==> config.mk <==
export PLATFORM = sky130hd
export DESIGN_NAME = seg_scan_driver
export DESIGN_NICKNAME = d
export VERILOG_FILES = /design/src/rtl/seg_pkg.sv /design/src/rtl/seg_decode.sv /design/src/rtl/seg_scan_driver.sv
export SDC_FILE = /design/constraint.sdc
export NUM_CORES = 1
export LEC_CHECK = 0
export CAP_MARGIN = 40
export CORE_AREA = 4 4 131 133
export DETAILED_ROUTE_END_ITERATION = 6
export DIE_AREA = 0 0 135 137
export PLACE_DENSITY = 0.68
export SYNTH_ARGS = -nofsm -noshare
export SYNTH_HDL_FRONTEND = slang
export SYNTH_SLANG_ARGS = --single-unit
==> constraint.sdc <==
create_clock -name clk -period 4.1 [get_ports clk]
set_input_delay 0.82 -clock clk [delete_from_list [all_inputs] [get_ports clk]]
set_output_delay 0.82 -clock clk [all_outputs]
set_load 0.02 [all_outputs]
==> src/rtl/seg_pkg.sv <==
// rtl/seg_pkg.sv - shared code and segment-pattern constants for the 7-segment scan driver
// Purpose: digit-code type, special code values and logical segment patterns
//          ({a,b,c,d,e,f,g,dp}, 1 = lit) used by seg_decode and seg_scan_driver.
// Ports:   none (package).
package seg_pkg;

  typedef logic [4:0] digit_t;

  localparam digit_t CODE_MINUS = 5'h10;
  localparam digit_t CODE_BLANK = 5'h11;

  localparam logic [7:0] SEG_MINUS = 8'b0000_0010;
  localparam logic [7:0] SEG_OFF   = 8'b0000_0000;
  localparam logic [7:0] SEG_LAMP  = 8'b1111_1111;

  // Hex glyphs 0..F, dp bit always 0 here; the digit's dp is OR'd in later.
  localparam logic [7:0] HEX_SEG [16] = '{
    8'b1111_1100, 8'b0110_0000, 8'b1101_1010, 8'b1111_0010,
    8'b0110_0110, 8'b1011_0110, 8'b1011_1110, 8'b1110_0000,
    8'b1111_1110, 8'b1111_0110, 8'b1110_1110, 8'b0011_1110,
    8'b1001_1100, 8'b0111_1010, 8'b1001_1110, 8'b1000_1110
  };

endpackage

==> src/rtl/seg_decode.sv <==
// rtl/seg_decode.sv - combinational digit code to logical segment pattern
// Purpose: maps a 5-bit display code to {a,b,c,d,e,f,g,dp} with 1 = lit.
// Ports:   code    in  5  display code (0x00-0x0F hex, 0x10 minus, 0x11 blank, else lamp test)
//          pattern out 8  logical segment pattern, dp bit always 0
module seg_decode
  import seg_pkg::*;
(
  input  digit_t      code,
  output logic [7:0]  pattern
);

  always_comb begin
    if (!code[4]) begin
      pattern = HEX_SEG[code[3:0]];
    end else if (code == CODE_MINUS) begin
      pattern = SEG_MINUS;
    end else if (code == CODE_BLANK) begin
      pattern = SEG_OFF;
    end else begin
      pattern = SEG_LAMP;
    end
  end

endmodule

==> src/rtl/seg_scan_driver.sv <==
// rtl/seg_scan_driver.sv - multiplexed 7-segment scan driver with double buffering and blink
// Purpose: time-multiplexes per-digit codes onto a shared segment bus with one-hot
//          anode select; frame-synchronous commit of loaded data, per-digit blank/blink,
//          and a dead time at the start of every slot to suppress ghosting.
// Ports:   clk, rst          clock, synchronous active-high reset
//          load              strobe capturing code_in/dp_in/en_mask/blink_mask into pending
//          code_in[5*DIGITS] digit k at [5k+4:5k]
//          dp_in, en_mask, blink_mask [DIGITS]  per-digit dp, enable, blink
//          seg_out[8]        {a..g,dp} at pin polarity
//          an_out[DIGITS]    one-hot anode at pin polarity
//          frame_start       pulse on first cycle of digit 0 slot
//          load_ack          pulse when pending data became active
module seg_scan_driver
  import seg_pkg::*;
#(
  parameter int DIGITS         = 8,
  parameter int DIV            = 100000,
  parameter int DEAD           = 2,
  parameter int BLINK_FRAMES   = 32,
  parameter int SEG_ACTIVE_LOW = 1,
  parameter int AN_ACTIVE_LOW  = 1
) (
  input  logic                  clk,
  input  logic                  rst,
  input  logic                  load,
  input  logic [5*DIGITS-1:0]   code_in,
  input  logic [DIGITS-1:0]     dp_in,
  input  logic [DIGITS-1:0]     en_mask,
  input  logic [DIGITS-1:0]     blink_mask,
  output logic [7:0]            seg_out,
  output logic [DIGITS-1:0]     an_out,
  output logic                  frame_start,
  output logic                  load_ack
);

  localparam int CW = (DIV > 1) ? $clog2(DIV) : 1;
  localparam int IW = (DIGITS > 1) ? $clog2(DIGITS) : 1;
  localparam int FW = (BLINK_FRAMES > 1) ? $clog2(BLINK_FRAMES) : 1;

  // Pin-level inversion masks, applied only at the output registers.
  localparam logic [7:0]        SEG_XOR = (SEG_ACTIVE_LOW != 0) ? 8'hFF : 8'h00;
  localparam logic [DIGITS-1:0] AN_XOR  = (AN_ACTIVE_LOW != 0) ? {DIGITS{1'b1}} : {DIGITS{1'b0}};

  logic [CW-1:0]         cnt;
  logic [IW-1:0]         idx;
  logic [FW-1:0]         fcnt;
  logic                  phase;

  logic [5*DIGITS-1:0]   pend_code, act_code;
  logic [DIGITS-1:0]     pend_dp, pend_en, pend_blink;
  logic [DIGITS-1:0]     act_dp, act_en, act_blink;
  logic                  pend_valid;

  logic                  slot_end, frame_end;
  digit_t                cur_code;
  logic [7:0]            cur_pat;
  logic                  shown, lit;
  logic [7:0]            seg_log;
  logic [DIGITS-1:0]     an_log;

  assign slot_end  = (cnt == CW'(DIV - 1));
  assign frame_end = slot_end && (idx == IW'(DIGITS - 1));

  always_comb begin
    cur_code = act_code[5*int'(idx) +: 5];
    shown    = act_en[idx] && !(act_blink[idx] && phase);
    // Dead time: the first DEAD cycles of each slot keep every anode off.
    lit      = shown && (int'(cnt) >= DEAD);
    seg_log  = lit ? (cur_pat | {7'b0, act_dp[idx]}) : 8'h00;
    an_log   = lit ? (DIGITS'(1) << idx) : '0;
  end

  seg_decode u_decode (
    .code    (cur_code),
    .pattern (cur_pat)
  );

  always_ff @(posedge clk) begin
    if (rst) begin
      cnt         <= '0;
      idx         <= '0;
      fcnt        <= '0;
      phase       <= 1'b0;
      pend_valid  <= 1'b0;
      pend_code   <= '0;
      pend_dp     <= '0;
      pend_en     <= '0;
      pend_blink  <= '0;
      act_code    <= {DIGITS{CODE_BLANK}};
      act_dp      <= '0;
      act_en      <= '0;
      act_blink   <= '0;
      seg_out     <= SEG_XOR;
      an_out      <= AN_XOR;
      frame_start <= 1'b0;
      load_ack    <= 1'b0;
    end else begin
      seg_out     <= seg_log ^ SEG_XOR;
      an_out      <= an_log ^ AN_XOR;
      frame_start <= frame_end;
      load_ack    <= frame_end && pend_valid;

      if (slot_end) begin
        cnt <= '0;
        idx <= (idx == IW'(DIGITS - 1)) ? '0 : idx + 1'b1;
      end else begin
        cnt <= cnt + 1'b1;
      end

      if (frame_end) begin
        if (fcnt == FW'(BLINK_FRAMES - 1)) begin
          fcnt  <= '0;
          phase <= ~phase;
        end else begin
          fcnt <= fcnt + 1'b1;
        end
        // Commit takes the pending contents from before this edge, so a load
        // landing on the boundary waits for the next frame.
        if (pend_valid) begin
          act_code  <= pend_code;
          act_dp    <= pend_dp;
          act_en    <= pend_en;
          act_blink <= pend_blink;
        end
      end

      if (load) begin
        pend_code  <= code_in;
        pend_dp    <= dp_in;
        pend_en    <= en_mask;
        pend_blink <= blink_mask;
        pend_valid <= 1'b1;
      end else if (frame_end) begin
        pend_valid <= 1'b0;
      end
    end
  end

endmodule

# ---- After elaboration in Yosys (flattened, before gate mapping)
# Memory sizes are Yosys's and may differ from the RTL's.
# Index checks and enable logic that the tools add are counted.
# Widths: inputs -> output; s select.
dict set report op_classes {
  shifts 2
  mul 1
  n_reduce_logical 10
  addsub 3
  order_cmp 3
  n_eq_ne 5
  mux 17
  bitwise_logic 5
}
# op n
set ops {}
lappend ops {{$mux 8} 7}
lappend ops {{$shiftx 40x7->5} 1}
lappend ops {{$add 17x1->17 const B} 1}
lappend ops {{$eq 17x17->1 const B} 1}
lappend ops {{$ge 17x2->1 const B} 1}
lappend ops {{$not 8->8} 2}
lappend ops {{$eq 5x5->1 const B} 3}
lappend ops {{$bmux 1 s3} 3}
lappend ops {{$or 8x1->8} 1}
lappend ops {{$shl 1x3->8 const A} 1}
lappend ops {{$mul 3x3->6 const A} 1}
lappend ops {{$add 5x1->5 const B} 1}
lappend ops {{$ge 5x5->1 const B} 1}
lappend ops {{$logic_and 1x1->1} 5}
lappend ops {{$mux 1} 5}
lappend ops {{$mux 5} 1}
lappend ops {{$not 4->5} 1}
lappend ops {{$lt 3x4->1 const B} 1}
lappend ops {{$reduce_and 2->1} 2}
lappend ops {{$add 3x1->3 const B} 1}
lappend ops {{$eq 3x3->1 const B} 1}
lappend ops {{$mux 3} 1}
lappend ops {{$reduce_bool 2->1} 1}
lappend ops {{$reduce_or 2->1} 1}
lappend ops {{2 further kinds} 2}
dict set report totals {
  mem_bits_ro 128
  memories 1
  out_inout_bits 18
  register_bits 173
  wordCells 64
}
# memory depth width rd rd_clocked_by_memory_dff wr line
set mem_list {}
lappend mem_list {{(no name shown)} 16 8 1 0 0 seg_decode.sv:14} ;# pattern = HEX_SEG[code[3:0]];

# ---- Depth between registers and ports, before layout
# Gate-level depths: netlist of run 1.
dict set report depth {
  word_depth 10
  ltp_mapped 10
}

# ---- By module
# A second synthesis of run 1 with hierarchy kept.
dict set report hier_totals {
  cells_unflattened 800
  area_unflattened_um2 7508.5
}
# mod seq_area_each_um2 cells_per_inst area_per_inst_um2 n_inst
set modules_own_cells {}
lappend modules_own_cells {seg_scan_driver 3463.3 751 7158.1 1}
lappend modules_own_cells {seg_decode 0.0 49 350.3 1}

# ---- Worst setup path before layout of run 1
# Ideal clock, no wire load.
dict set report synth_path {
  path_kind {register -> register}
  from {register idx[1]}
  to {register seg_out[7]}
  path_buffers 2
  t_arrival_ns 2.937
  stages_incl_launch_ff 11
  slack_ns 1.036
  synth_period_minus_slack_ns 3.064
  path_cell_list {dfxtp_1 buf_2 buf_2 mux4_2 mux2i_1 inv_1 ha_1 or2_2 nand4_1 and4_1 or3b_1}
}
dict set report synth_via {
  elab_chain_len 10
}
# item line
set synth_lines {}
lappend synth_lines {{from (decl)} seg_scan_driver.sv:45} ;# logic [IW-1:0] idx;
lappend synth_lines {{from (signal assigned)} seg_scan_driver.sv:105} ;# idx <= (idx == IW'(DIGITS - 1)) ? '0 : idx + 1'b1;
lappend synth_lines {{$mul 3x3->6} seg_scan_driver.sv:65} ;# cur_code = act_code[5*int'(idx) +: 5];
lappend synth_lines {{$shiftx 40x7->5} seg_scan_driver.sv:65}
lappend synth_lines {{$not 4->5 (implied by the code)} seg_decode.sv:14}
lappend synth_lines {{$mem_v2 16x8} --}
lappend synth_lines {{$mux 8 (implied by the code) (2 in series)} seg_decode.sv:14}
lappend synth_lines {{$mux 8} seg_decode.sv:13} ;# if (!code[4]) begin
lappend synth_lines {{$or 8x1->8} seg_scan_driver.sv:69} ;# seg_log = lit ? (cur_pat | {7'b0, act_dp[idx]}) : 8'h00;
lappend synth_lines {{$mux 8 *} seg_scan_driver.sv:69}
lappend synth_lines {{$not 8->8 (no source line) *} --}
lappend synth_lines {{to (signal assigned)} seg_scan_driver.sv:98} ;# seg_out <= seg_log ^ SEG_XOR;
lappend synth_lines {{to (decl)} seg_scan_driver.sv:30} ;# output logic [7:0] seg_out,
# Every way passes the cells marked *; elsewhere a longest branch is shown, timed or not. The select of a mux whose other input is x is not followed.
# A chain may end at the register's enable or synchronous reset.

# ---- Worst setup path in the final report of run 1
# Same ends and word-level chain as after synthesis.

==> results of run 1 <==
==> kinds of logic after synthesis <==
logic type      count (synthesis)  synth area share
flops                         173             0.492
compound gates                 79            0.0613
xor+xnor                       16            0.0199
buf+inv                        54            0.0377
mux                            91             0.158
fa+ha+maj                      16            0.0284
simple gates                  319             0.202
==> critical path: stages (launching register included) <==
cell and delay [ps]:
dfxtp_1 510, mux4_2 540, mux2i_1 480, inv_1 170, ha_1 280, or2_2 300
nand4_1 80, and4_1 290, or3b_1 370
==> layer usage <==
metal | vias up | routed length [um] | global-route usage
met3 | 22 | 674 | 0.0463
li1 | 2669 | - | -
met4 | 0 | 276 | 0.0644
met5 | - | 0 | 0
met1 | 2401 | 7280 | 0.231
met2 | 101 | 6920 | 0.258
==> power groups by stage <==
stage | logic (W) | registers, W | clock network (W)
final | 0.000180 | 0.00175 | 0.00171
after global routing | 0.000198 | 0.00175 | 0.00180
after CTS | 0.000182 | 0.00175 | 0.00174
after detailed placement | 0.000182 | 0.00179 | 0
after global placement | 0.000176 | 0.00179 | 0
after floorplan | 0.0000976 | 0.00177 | 0
==> final cells by class <==
class                   count  area (um^2)
inverters                   8         30.0
fillers                  1398         7190
repair buffers             92          928
multi-input cells         521         3310
well taps                 216          270
flip-flops and latches    173         3460
clock buffers              19          443
clock inverters            13          190
==> registers in the layout, summed over array words and instances (netlist names) <==
name / flops
pend_en: 8
frame_start: 1
act_blink: 8
fcnt: 5
act_code: 40
pend_blink: 8
pend_code: 40
idx: 3
cnt: 17
an_out: 8
phase: 1
act_en: 8
pend_valid: 1
act_dp: 8
pend_dp: 8
load_ack: 1
seg_out: 8
==> worst paths after layout <==
path	from	to	slack, ps
min reg2reg	act_dp[3]	act_dp[3]	450
min	act_dp[3]	act_dp[3]	450
max	idx[1]	seg_out[7]	970
max reg2reg	idx[1]	seg_out[7]	970
==> cells in the mapped netlist, drive strengths merged (2+ instances only) <==
master	count	area, um^2
inv	7	26.3
nand3b	16	120
and3	9	56.3
nor3	3	15.0
nand2	149	559
o21ai	8	40.0
xor2	9	78.8
dfxtp	173	3460
nand4	6	37.5
and4	3	26.3
xnor2	7	61.3
ha	16	200
or4	4	33.8
nor4	2	27.5
a2bb2oi	2	17.5
buf	17	126
clkbuf	29	109
nor2	96	360
nand3	18	90.1
mux2	4	45.0
nand2b	2	20.0
and2	2	12.5
a21oi	59	295
a31oi	2	12.5
mux4	16	360
or2	3	18.8
mux2i	71	711
a211oi	2	15.0
o221ai	2	17.5
==> per-stage QoR <==
step / worst slack (ps) / cells
after floorplan: 1040 / 748
after global placement: 1100 / 1008
after detailed placement: 944 / 1010
after CTS: 933 / 1042
after global routing: 760 / 1042
final: 967 / 1042
==> impl_metrics.yaml, run 1 <==
run_status:
  status: "completed"
timing:
  period_needed_ps: 3130
  fmax_mhz: 319
  hold_viol: 0
  setup_tns_ps: 0
  drv_slew: 0
  setup_viol: 0
  max_slew.worst_pin.slew_ps: 666
  min_period_over_period: 0.764
  relSlewSlack: 0.556
  hold_ws_ps: 449
  rsz0062_at_grt: "false"
  fin_skew_ps: 6.38
synth:
  synth_edf_count: 0
  syn_inst: 748
  synth_ff_type: "dfxtp_1"
  synth.net_count: 831
  ys_ff_latch: 173
  synth_area_per_cell_um2: 9.41
  netlist_area_mm2: 0.00704
  async_reset_ff_frac: 0
  yosysWarningCount: 0
  synth_cell_types: 48
  ys_seq_area_frac: 0.492
worst_setup_path:
  cp-start-kind: "flop"
  critPathMaxFanout: 7
  endpoint_kind: "flop"
  crit_arrival_ps: 3440
  r2r_cells: 8
  worstSetupPathType: "flop to flop"
  critPathRequiredTime_ps: 4410
routing:
  avgRoutedWirePerCell_um: 14.5
  route.detailed.drc: 0
  finalWirelength_um: 15200
  dr.pass1.iters: 6
  via_count: 5193
  ant_nets: 0
  first_iter_violations: 448
  vias_per_cell: 4.98
run:
  maxCapViolCount: 0
pwr:
  p_total_w: 0.00364
  ir_drop_v: 0.000304
  p_comb_frac: 0.049
  power_leakage_nw: 3.42
  power_density_mw_per_mm2: 421
  intPower_w: 0.00286
  p_sw_frac: 0.212
  seq_power_share: 0.481
  switching_power_w: 0.000771
  clkPwrFrac: 0.470
floorplan:
  die_x_um: 135
  io-pin-count: 85
  die_area_mm2: 0.0185
  rows: 46
  die_y_um: 137
  start_util: 0.445
  fp.coreArea_mm2: 0.0158
clock_network:
  clock_latency_ps: 430
  postCtsResizedCells: 0
  cts_tree: "yes"
  htree_levels: 4
  cts_max_path_buffers: 2
  clkTransAtPathRegs_ps: 60
  cts_buffers: 17
  cts.sinks: 173
  ctsHoldBuffers: 0
  cts-root-buf: "clkbuf_16"
  postCtsSetupBuffers: 0
place:
  dp_hpwl_um: 10300
  place_congestion: 0.818
  port_buffers: 84
  place_area_mm2: 0.00801
final_layout:
  area_delta_synth_final_pct: 22.7
  fin_area_mm2: 0.00864
  final_cell_mix: "173 x dfxtp_1, 149 x nand2_1, 96 x nor2_1, 82 x clkdlybuf4s50_1, 71 x mux2i_1"
  final_util: 0.546
  num_antenna_cells: 0
  final_common_cell: "dfxtp_1"
  final_nets: 896
  drive_gt1_frac: 0.0811
worst_hold_path:
  whs_path_depth: 2
  hold_path_class: "flop to flop"
global_route:
  antenna_found_initial: 0
  grt.overflow.total: 0
  grt_pass1_vias: 4991
  grt_max_degree: 65
  grt_util_all_layers: 0.170
  grt_pass1_wl_um: 25000
(Power assumes the default switching activity.)
==> run 2: changes to the inputs <==
clock period = 3.1 ns   (was 4.1 ns; I/O delays follow)
==> run 2 against run 1 <==
Fmax increased by 19%. Register-to-register slack got worse by 500 ps. Routed wire length increased by 1.2%. Design area increased by 0.20%. Setup slack got worse by 500 ps. Global-route usage increased by 0.10 points. Cell count increased by 0.48%. Count of clock-buffer cells in the layout increased by 3. Die area unchanged. Sequential share of layout area decreased by 0.081 points. Total power increased by 31%. Critical path type unchanged. Critical endpoint unchanged. Largest cell class unchanged.
==> impl_metrics.yaml, run 2 (synthesis results as in run 1) <==
final_layout:
  drive_gt1_frac: 0.0866
  fin_area_mm2: 0.00866
  final_util: 0.547
  final_cell_mix: "173 x dfxtp_1, 149 x nand2_1, 96 x nor2_1, 82 x clkdlybuf4s50_1, 71 x mux2i_1"
  area_delta_synth_final_pct: 22.9
  num_antenna_cells: 0
  reg.largest.list: "act_code (40), pend_code (40), cnt (17)"
  final_common_cell: "dfxtp_1"
  final_nets: 901
timing:
  fin_skew_ps: 7.57
  min_period_over_period: 0.849
  rsz0062_at_grt: "false"
  max_slew.worst_pin.slew_ps: 654
  drv_slew: 0
  setup_tns_ps: 0
  hold_ws_ps: 446
  setup_viol: 0
  relSlewSlack: 0.564
  period_needed_ps: 2630
  fmax_mhz: 380
  hold_viol: 0
run:
  maxCapViolCount: 0
pwr:
  switching_power_w: 0.00100
  intPower_w: 0.00376
  seq_power_share: 0.485
  p_comb_frac: 0.050
  p_total_w: 0.00476
  p_sw_frac: 0.210
  clkPwrFrac: 0.465
  ir_drop_v: 0.000431
  power_leakage_nw: 3.44
  power_density_mw_per_mm2: 550
clock_network:
  cts_tree: "yes"
  cts_max_path_buffers: 2
  cts-root-buf: "clkbuf_16"
  postCtsResizedCells: 0
  clock_latency_ps: 430
  cts_buffers: 17
  clkTransAtPathRegs_ps: 70
  cts.sinks: 173
  postCtsSetupBuffers: 0
  htree_levels: 4
  ctsHoldBuffers: 0
floorplan:
  die_x_um: 135
  io-pin-count: 85
  die_area_mm2: 0.0185
  rows: 46
  start_util: 0.445
  fp.coreArea_mm2: 0.0158
  die_y_um: 137
worst_hold_path:
  hold_path_class: "flop to flop"
  whs_path_depth: 2
  holdCritStartpoint: "act_en[2]"
  min_to: "act_en[2]"
place:
  place_area_mm2: 0.00804
  dp_hpwl_um: 10300
  place_congestion: 0.854
  port_buffers: 84
worst_setup_path:
  r2r_cells: 9
  r2r-end: "seg_out[7]"
  rrSetupSlack_ps: 470
  crit_arrival_ps: 2940
  endpoint_kind: "flop"
  worstSetupPathType: "flop to flop"
  critPathMaxFanout: 18
  cp-start-kind: "flop"
  r2r_start: "idx[1]"
  critPathRequiredTime_ps: 3410
routing:
  first_iter_violations: 405
  avgRoutedWirePerCell_um: 14.6
  ant_nets: 0
  finalWirelength_um: 15300
  via_count: 5223
  route.detailed.drc: 0
  vias_per_cell: 4.99
  dr.pass1.iters: 4
global_route:
  grt_max_degree: 69
  grt_pass1_vias: 5003
  grt_util_all_layers: 0.171
  grt.overflow.total: 0
  grt_pass1_wl_um: 25000
  antenna_found_initial: 0
run_status:
  status: "completed"
==> run 2: cell types whose count changed in the layout (fill, tap and decap cells not counted), sizes merged <==
cell and delta:
buf +5, bufinv -1, clkbuf +3, clkinvlp -1
inv -1
==> run 2: worst max path at each step <==
| stage | from | to | slack [ps] |
|---|---|---|---|
| finish | idx[1] | seg_out[7] | 470 |
| global route | idx[1] | seg_out[7] | 270 |
| CTS | idx[1] | seg_out[7] | 450 |
| detailed placement | idx[1] | seg_out[7] | 450 |
| global placement | idx[1] | seg_out[7] | 500 |
| floorplan | idx[1] | seg_out[7] | 40 |
==> run 2: routing by layer <==
metal	track usage	wire (um)	vias to the layer above
li1	-	-	2682
met1	0.244	7560	2422
met2	0.256	6880	102
met3	0.0364	679	17
met4	0.0588	210	0
met5	0	0	-
==> run 2: per-stage QoR <==
stage | std cells | worst slack (ps)
after global placement | 1015 | 499
final | 1047 | 469
after CTS | 1047 | 447
after detailed placement | 1015 | 453
after global routing | 1047 | 273
after floorplan | 748 | 36.2
==> run 2: worst max-delay path: stages, from the launching register on <==
cell and delay, ps:
dfxtp_1 350, buf_4 290, mux4_2 340, mux2i_1 190, inv_1 100, ha_1 250
or2_2 300, nand4_1 70, and4_1 280, or3b_1 360
==> run 2: cell type report <==
cell class | instances | area [um^2]
flip-flops and latches | 173 | 3460
fillers | 1428 | 7170
repair buffers | 97 | 958
multi-input cells | 521 | 3310
clock inverters | 10 | 136
clock buffers | 22 | 484
inverters | 8 | 30.0
well taps | 216 | 270
==> run 2: power groups by stage <==
stage | clock network [W] | logic (W) | registers, W
CTS | 0.00225 | 0.000240 | 0.00231
finish | 0.00222 | 0.000237 | 0.00231
floorplan | 0 | 0.000129 | 0.00235
global placement | 0 | 0.000236 | 0.00236
global route | 0.00234 | 0.000261 | 0.00231
detailed placement | 0 | 0.000239 | 0.00236
